**config.mk**
```make
export PLATFORM = sky130hd
export DESIGN_NAME = hermes_port_buffer
export DESIGN_NICKNAME = d
export VERILOG_FILES = /design/src/rtl/hermes_port_buffer.sv
export SDC_FILE = /design/constraint.sdc
export NUM_CORES = 1
export LEC_CHECK = 0
export CORE_MARGIN = 2
export CORE_UTILIZATION = 50
export CTS_BUF_LIST = sky130_fd_sc_hd__clkbuf_4 sky130_fd_sc_hd__clkbuf_8 sky130_fd_sc_hd__clkbuf_16
export DETAILED_ROUTE_END_ITERATION = 12
export PLACE_DENSITY = 0.75
export SYNTH_ARGS = -nofsm -noshare
export SYNTH_HDL_FRONTEND = slang
export SYNTH_SLANG_ARGS = --single-unit
export TNS_END_PERCENT = 50
```
**constraint.sdc**
```tcl
create_clock -name clk_i -period 7.38 [get_ports clk_i]
set_input_delay 0.738 -clock clk_i [delete_from_list [all_inputs] [get_ports clk_i]]
set_output_delay 0.738 -clock clk_i [all_outputs]
set_load 0.01 [all_outputs]
```
**src/rtl/hermes_port_buffer.sv**
```systemverilog
// rtl/hermes_port_buffer.sv - credit-based Hermes flit FIFO with cut-through or store-and-forward release
module hermes_port_buffer #(
  parameter int HERMES_FLIT_SIZE  = 32,
  parameter int BUFFER_SIZE       = 8,
  parameter bit STORE_AND_FORWARD = 1'b0
) (
  input  logic                          clk_i,
  input  logic                          rst_ni,
  input  logic                          rx_i,
  input  logic                          eop_i,
  output logic                          credit_o,
  input  logic [HERMES_FLIT_SIZE-1:0]   data_i,
  output logic                          tx_o,
  output logic                          eop_o,
  input  logic                          credit_i,
  output logic [HERMES_FLIT_SIZE-1:0]   data_o,
  output logic                          header_o,
  output logic [$clog2(BUFFER_SIZE):0]  occupancy_o,
  output logic [$clog2(BUFFER_SIZE):0]  pkt_count_o
);

  localparam int PTR_W = $clog2(BUFFER_SIZE);
  localparam int CNT_W = PTR_W + 1;
  localparam logic [CNT_W-1:0] FULL = CNT_W'(BUFFER_SIZE);

  typedef enum logic { IN_HEADER, IN_PAYLOAD } in_state_e;
  typedef enum logic { OUT_HEADER, OUT_PAYLOAD } out_state_e;

  logic [HERMES_FLIT_SIZE:0] mem [BUFFER_SIZE];
  logic [PTR_W-1:0]          wr_ptr, rd_ptr;
  logic [CNT_W-1:0]          occupancy, pkt_count;
  in_state_e                 in_state;
  out_state_e                out_state;
  logic                      push, pop, release_ok;

  assign credit_o    = (occupancy != FULL);
  assign push        = rx_i && credit_o;
  assign pop         = tx_o && credit_i;
  assign data_o      = mem[rd_ptr][HERMES_FLIT_SIZE-1:0];
  assign eop_o       = mem[rd_ptr][HERMES_FLIT_SIZE];
  assign header_o    = (out_state == OUT_HEADER) && (occupancy != '0);
  assign occupancy_o = occupancy;
  assign pkt_count_o = pkt_count;

  // Full-buffer term keeps packets longer than the FIFO from deadlocking.
  assign release_ok = (pkt_count != '0) || (out_state == OUT_PAYLOAD) || (occupancy == FULL);
  assign tx_o       = (occupancy != '0) && (!STORE_AND_FORWARD || release_ok);

  always_ff @(posedge clk_i or negedge rst_ni) begin
    if (!rst_ni) begin
      for (int i = 0; i < BUFFER_SIZE; i++) mem[i] <= '0;
      wr_ptr    <= '0;
      rd_ptr    <= '0;
      occupancy <= '0;
      pkt_count <= '0;
      in_state  <= IN_HEADER;
      out_state <= OUT_HEADER;
    end else begin
      if (push) begin
        mem[wr_ptr] <= {eop_i, data_i};
        wr_ptr      <= wr_ptr + PTR_W'(1);
      end
      if (pop) rd_ptr <= rd_ptr + PTR_W'(1);

      case ({push, pop})
        2'b10:   occupancy <= occupancy + CNT_W'(1);
        2'b01:   occupancy <= occupancy - CNT_W'(1);
        default: occupancy <= occupancy;
      endcase

      case ({push && eop_i, pop && eop_o})
        2'b10:   pkt_count <= pkt_count + CNT_W'(1);
        2'b01:   pkt_count <= pkt_count - CNT_W'(1);
        default: pkt_count <= pkt_count;
      endcase

      if (push) begin
        case (in_state)
          IN_HEADER:  in_state <= eop_i ? IN_HEADER : IN_PAYLOAD;
          IN_PAYLOAD: in_state <= eop_i ? IN_HEADER : IN_PAYLOAD;
          default:    in_state <= IN_HEADER;
        endcase
      end

      if (pop) begin
        case (out_state)
          OUT_HEADER:  out_state <= eop_o ? OUT_HEADER : OUT_PAYLOAD;
          OUT_PAYLOAD: out_state <= eop_o ? OUT_HEADER : OUT_PAYLOAD;
          default:     out_state <= OUT_HEADER;
        endcase
      end
    end
  end

endmodule

```
==> results.toml, run 1 <==
[timing]
clock_skew_ns = 0.0110
rsz0062_at_grt = "false"
timing.fmax_mhz = 236
worstMarginPinSlew_ns = 1.11
hold_viol = 0
worst_slew_margin_rel = 0.258
min_period_ns = 4.23
slew_violations = 0
tns_ns = 0
finalWorstSetupSlack_ns = 3.15
setup_viol = 0
final.period_utilization = 0.573
whs_ns = 0.189

[grt]
grt-ovfl-total = 0
grt_use_total = 0.201
grt_pass1_vias = 7439
grt_max_degree = 93
antenna_found_initial = 0
grt_pass1_wl_mm = 41.8

[logic_synthesis]
synth_edf_count = 0
avgSynthCellArea_um2 = 16.6
synth.distinct_cells = 42
syn_area_mm2 = 0.0128
synthFlopType = "dfrtp_1"
yosysWarnings = 0
ys_ff_latch = 279
synthArstFlopShare = 1.00
synth-seq-area-share = 0.547
synth_cells = 769
syn_nets = 814

[cells_and_area]
design_area_mm2 = 0.0148
multi_input_area_mm2 = 0.00546
final-seq-area_mm2 = 0.00699
antenna_cells = 0
layout-drive-gt1-share = 0.516
fillCellCount = 1966
stdcell_count = 1195
area_growth_pct = 15.6
final_cell_mix = "mux2_2 (294), dfrtp_1 (276), clkdlybuf4s50_1 (79)"
fin_nets = 888
layout_commonest_cell = "mux2_2"

[floorplanning]
rows = 58
initial_utilization = 0.509
dieArea_mm2 = 0.0268
core_mm2 = 0.0251
fp.dieW_um = 164
io_pins = 81
die_y_um = 164

[place]
placed_cell_area_mm2 = 0.0138
preCtsSetupSlack_ns = 3.60
port_buffers = 80
dp_hpwl_mm = 14.3
gp_congestion = 0.704
dp_cells = 1142

[clock_tree]
clock_path_buffers = 3
clkTransAtPathRegs_ns = 0.06
holdBufCountCts = 0
post_cts_buffers = 0
cts_buffers = 29
clk_latency_ns = 0.54
cts_root_buffer = "clkbuf_16"
cts_tree = "yes"
cts.repair.resized = 0
cts.sinks = 279
htree_num_levels = 1

[setup_path]
cp_max_fo = 34
crit_path_end_kind = "output port"
critical_path_class = "reg -> out"
setup.worst_path.start_class = "flip-flop"
worstReg2RegEnd = "pkt_count_o[3]"
r2r_slack_ns = 4.03
crit_arrival_ns = 3.49
worstPathRequired_ns = 6.64
r2r_start = "occupancy_o[3]"
crit_path_start = "rd_ptr[0]"
rr_worst_depth = 9

[detailed_routing]
routedWlPerCell_um = 21.3
vias_per_cell = 5.69
antenna_left = 0
via_count = 6804
drc = 0
drt_wl_total_mm = 25.4
dr.pass1.iters = 4
drtIter0Drc = 284

[power]
ir_worst_vdd_uv = 237
p_leak_nw = 6.23
cellPowerDensity_mw_per_mm2 = 498

[run]
drv_cap = 0

[worst_hold_path]
hp-class = "in -> async"

[outcome]
outcome = "completed"
## through the flow
step | total power [W] | util
after floorplan | 0.00491 | -
after global placement | 0.00584 | 0.548
after detailed placement | 0.00594 | 0.548
after CTS | 0.00745 | 0.588
after global routing | 0.00782 | 0.588
final | 0.00735 | 0.588
## logic make-up after synthesis
family                   share of synthesized area
XOR/XNOR                                   0.00686
flip-flops                                   0.547
AO/OA/AOI/OAI                              0.00951
multiplexers                                 0.384
buffers and inverters                       0.0257
adder cells (fa/ha/maj)                    0.00843
AND/OR/NAND/NOR                             0.0185
## power breakdown
group	total, W	switching (W)	internal (W)
Combinational	0.00308	0.00110	0.00198
Clock	0.00148	0.000586	0.000893
Sequential	0.00280	0.000484	0.00231
## cell type report
type | instances | area share
Multi-Input combinational cell | 436 | 0.370
Clock inverter | 11 | 0.00729
Sequential cell | 279 | 0.473
Timing Repair Buffer | 91 | 0.0602
Clock buffer | 42 | 0.0596
Inverter | 6 | 0.00153
Tap cell | 330 | 0.0280
## critical path, cell delays in order, from the launching register on
cell	delay, ns
dfrtp_4	0.87
buf_4	0.68
mux4_2	0.59
mux2_2	0.28
clkdlybuf4s50_1	0.52
## sequential cells by signal, indices dropped and copies added (netlist names)
name / cells
pkt_count_o: 4
rd_ptr: 3
mem: 264
wr_ptr: 3
out_state: 1
occupancy_o: 4
## metal layers
| layer | part of all wire | GRT usage | vias up |
|---|---|---|---|
| met2 | 0.48 | 0.330 | 106 |
| li1 | - | - | 3030 |
| met4 | 0.016 | 0.0431 | 0 |
| met3 | 0.038 | 0.0308 | 32 |
| met1 | 0.46 | 0.286 | 3636 |
| met5 | 0 | 0 | - |
## cell usage after synthesis (2+ instances only)
master	number	share of area
mux2_2	294	0.26
nand3_1	2	0.00078
dfrtp_1	279	0.55
ha_1	7	0.0069
inv_1	6	0.0018
mux2i_1	2	0.0016
nand2_2	3	0.0015
nor2_1	6	0.0018
nand2_1	5	0.0015
clkbuf_1	9	0.0026
mux2_4	6	0.0071
nand2b_1	2	0.00098
and2_1	2	0.00098
nand3_2	4	0.0031
mux4_2	66	0.12
buf_6	12	0.011
xor2_1	4	0.0027
a21oi_1	3	0.0012
buf_4	3	0.0018
xnor2_1	6	0.0041
buf_2	19	0.0074
buf_1	5	0.0015
nor2b_1	5	0.0024
## worst max path at each step
| stage | endpoint | slack, ns | cells after the start |
|---|---|---|---|
| final | data_o[19] | 3.15 | 4 |
| after CTS | data_o[19] | 3.02 | 4 |
| after global placement | data_o[19] | 3.63 | 4 |
| after detailed placement | data_o[19] | 3.60 | 4 |
| after global routing | data_o[27] | 2.88 | 4 |
| after floorplan | pkt_count_o[3] | 4.17 | 11 |
(Power assumes the default switching activity.)
==> run 2, diff against run 1 <==
clock period = 4.1 ns   (was 7.38 ns; I/O delays follow)
==> run 2 against run 1 <==
Against the previous run: global-route usage is 0.93 points lower; worst setup slack worse by 2.5 ns; cell area is 0.21% higher; final cell count hardly changed; clock power is 75% higher; combinational power is 83% higher; sequential share of layout area is 0.10 points lower; sequential cell count stayed put.
==> results.toml, run 2 (same netlist as run 1, synthesis figures left out) <==
[cells_and_area]
area_growth_pct = 15.8
largest_register_ff_count = 264
multi_input_area_mm2 = 0.00546
regMostFlops = "mem"
fillCellCount = 1969
antenna_cells = 0
final_cell_mix = "mux2_2 (294), dfrtp_1 (276), clkdlybuf4s50_1 (79)"
final-seq-area_mm2 = 0.00699
fin_nets = 894
layout_commonest_cell = "mux2_2"
layout-drive-gt1-share = 0.515

[floorplanning]
initial_utilization = 0.509
dieArea_mm2 = 0.0268
die_y_um = 164
core_mm2 = 0.0251
io_pins = 81
rows = 58
fp.dieW_um = 164

[setup_path]
crit_path_end_kind = "output port"
setup.worst_path.start_class = "flip-flop"
worstPathRequired_ns = 3.69
critPathSlowestCell = "dfrtp_4"
crit_arrival_ns = 3.04
slowest_delay_ns = 0.71
r2r_slack_ns = 0.90
cp_max_fo = 48
critical_path_class = "reg -> out"
crit_chain = "buf_12 -> mux4_2 -> mux2_2 -> clkdlybuf4s50_1"
cp_top_family = "buffers and inverters"
cp_num_buf_inv = 2

[worst_hold_path]
hp-class = "in -> async"

[power]
ir_worst_vdd_uv = 535
p_switching_w = 0.00386
switching_share = 0.293
p_int_w = 0.00932
combPwrFrac = 0.428
seq_power_share = 0.376
pwr-share-clk = 0.196
cellPowerDensity_mw_per_mm2 = 891
p_leak_nw = 6.23

[timing]
hold_viol = 0
finalWorstSetupSlack_ns = 0.647
tns_ns = 0
clock_skew_ns = 0.00927
min_period_ns = 3.45
whs_ns = 0.390
rsz0062_at_grt = "false"
worstMarginPinSlew_ns = 1.11
worst_slew_margin_rel = 0.256
final.period_utilization = 0.842
setup_viol = 0
timing.fmax_mhz = 290
slew_violations = 0

[clock_tree]
clk_latency_ns = 0.53
cts.sinks = 279
cts_tree = "yes"
clkTransAtPathRegs_ns = 0.06
htree_num_levels = 1
cts_buffers = 29
post_cts_buffers = 0
clock_path_buffers = 3
cts_root_buffer = "clkbuf_16"

[grt]
grt_use_total = 0.192
grt_pass1_wl_mm = 40.0
antenna_found_initial = 0
grt-ovfl-total = 0
grt_pass1_vias = 7274
grt_max_degree = 87

[detailed_routing]
drc = 0
drtIter0Drc = 294
antenna_left = 0
drt_wl_total_mm = 24.6
dr.pass1.iters = 4
routedWlPerCell_um = 20.6
via_count = 6797
vias_per_cell = 5.68

[place]
dp_hpwl_mm = 14.5
port_buffers = 80
preCtsSetupSlack_ns = 0.909
gp_congestion = 0.777

[run]
drv_cap = 0

[outcome]
outcome = "completed"
## run 2: cell types whose count changed in the layout (fill, tap and decap cells not counted), sizes merged
cell         previous run  this run
buf                    12        17
dlygate4sd3             0         1
clkinvlp                1         3
clkbuf                 42        41
clkinv                  8         2
## run 2: area by class of cell
cell class | count | area share
timing repair buffer | 97 | 0.0650
inverter | 6 | 0.00152
sequential | 279 | 0.472
tap | 330 | 0.0279
clock inverter | 7 | 0.00626
clock buffer | 41 | 0.0577
multi-input combinational | 436 | 0.369
## run 2: worst reg2reg max path, stage by stage (launching register included)
cell	delay, ns
dfrtp_1	0.50
or4_1	0.59
and2_1	0.26
and2_1	0.18
ha_1	0.25
ha_1	0.28
a21o_1	0.20
a2111oi_0	0.39
a41oi_1	0.10
a311o_1	0.33
## run 2: power by group through the flow
stage	Clock, W	Combinational [W]	Sequential (W)
2_1_floorplan	0	0.00418	0.00466
4_1_cts	0.00265	0.00575	0.00496
3_5_place_dp	0	0.00572	0.00500
5_1_grt	0.00278	0.00608	0.00513
3_3_place_gp	0	0.00562	0.00494
6_report	0.00259	0.00564	0.00495
## run 2: path summary, 6_finish.rpt
path                                      from        endpoint  cells after the start
worst max-delay path                 rd_ptr[0]      data_o[31]                      4
worst min-delay path                    rst_ni  occupancy_o[1]                      2
worst max register to register  occupancy_o[3]  pkt_count_o[3]                      9
worst min register to register        mem[183]        mem[183]                      1
max in group asynchronous               rst_ni       rd_ptr[1]                      3
min in group clk_i                    mem[183]        mem[183]                      1
## run 2: timing repair
| item | CTS | global route |
|---|---|---|
| endpoints found under the hold margin | 59 | 0 |
| hold buffers | 1 | 0 |
| gates resized for setup | 0 | 0 |
## run 2: layer usage
layer	vias up	global-route usage	routed length, um
met5	-	0	0
met4	0	0.0383	347
met3	32	0.0283	963
met2	96	0.317	12100
met1	3624	0.274	11200
li1	3045	-	-
## run 2: stage by stage
step           total power (W)  instances  instance area (um^2)   util
2_1_floorplan          0.00884        769                 12800      -
3_3_place_gp            0.0106       1147                 13800  0.551
3_5_place_dp            0.0107       1147                 13800  0.551
4_1_cts                 0.0134       1196                 14800  0.589
5_1_grt                 0.0140       1196                 14800  0.589
6_report                0.0132       1196                 14800  0.589
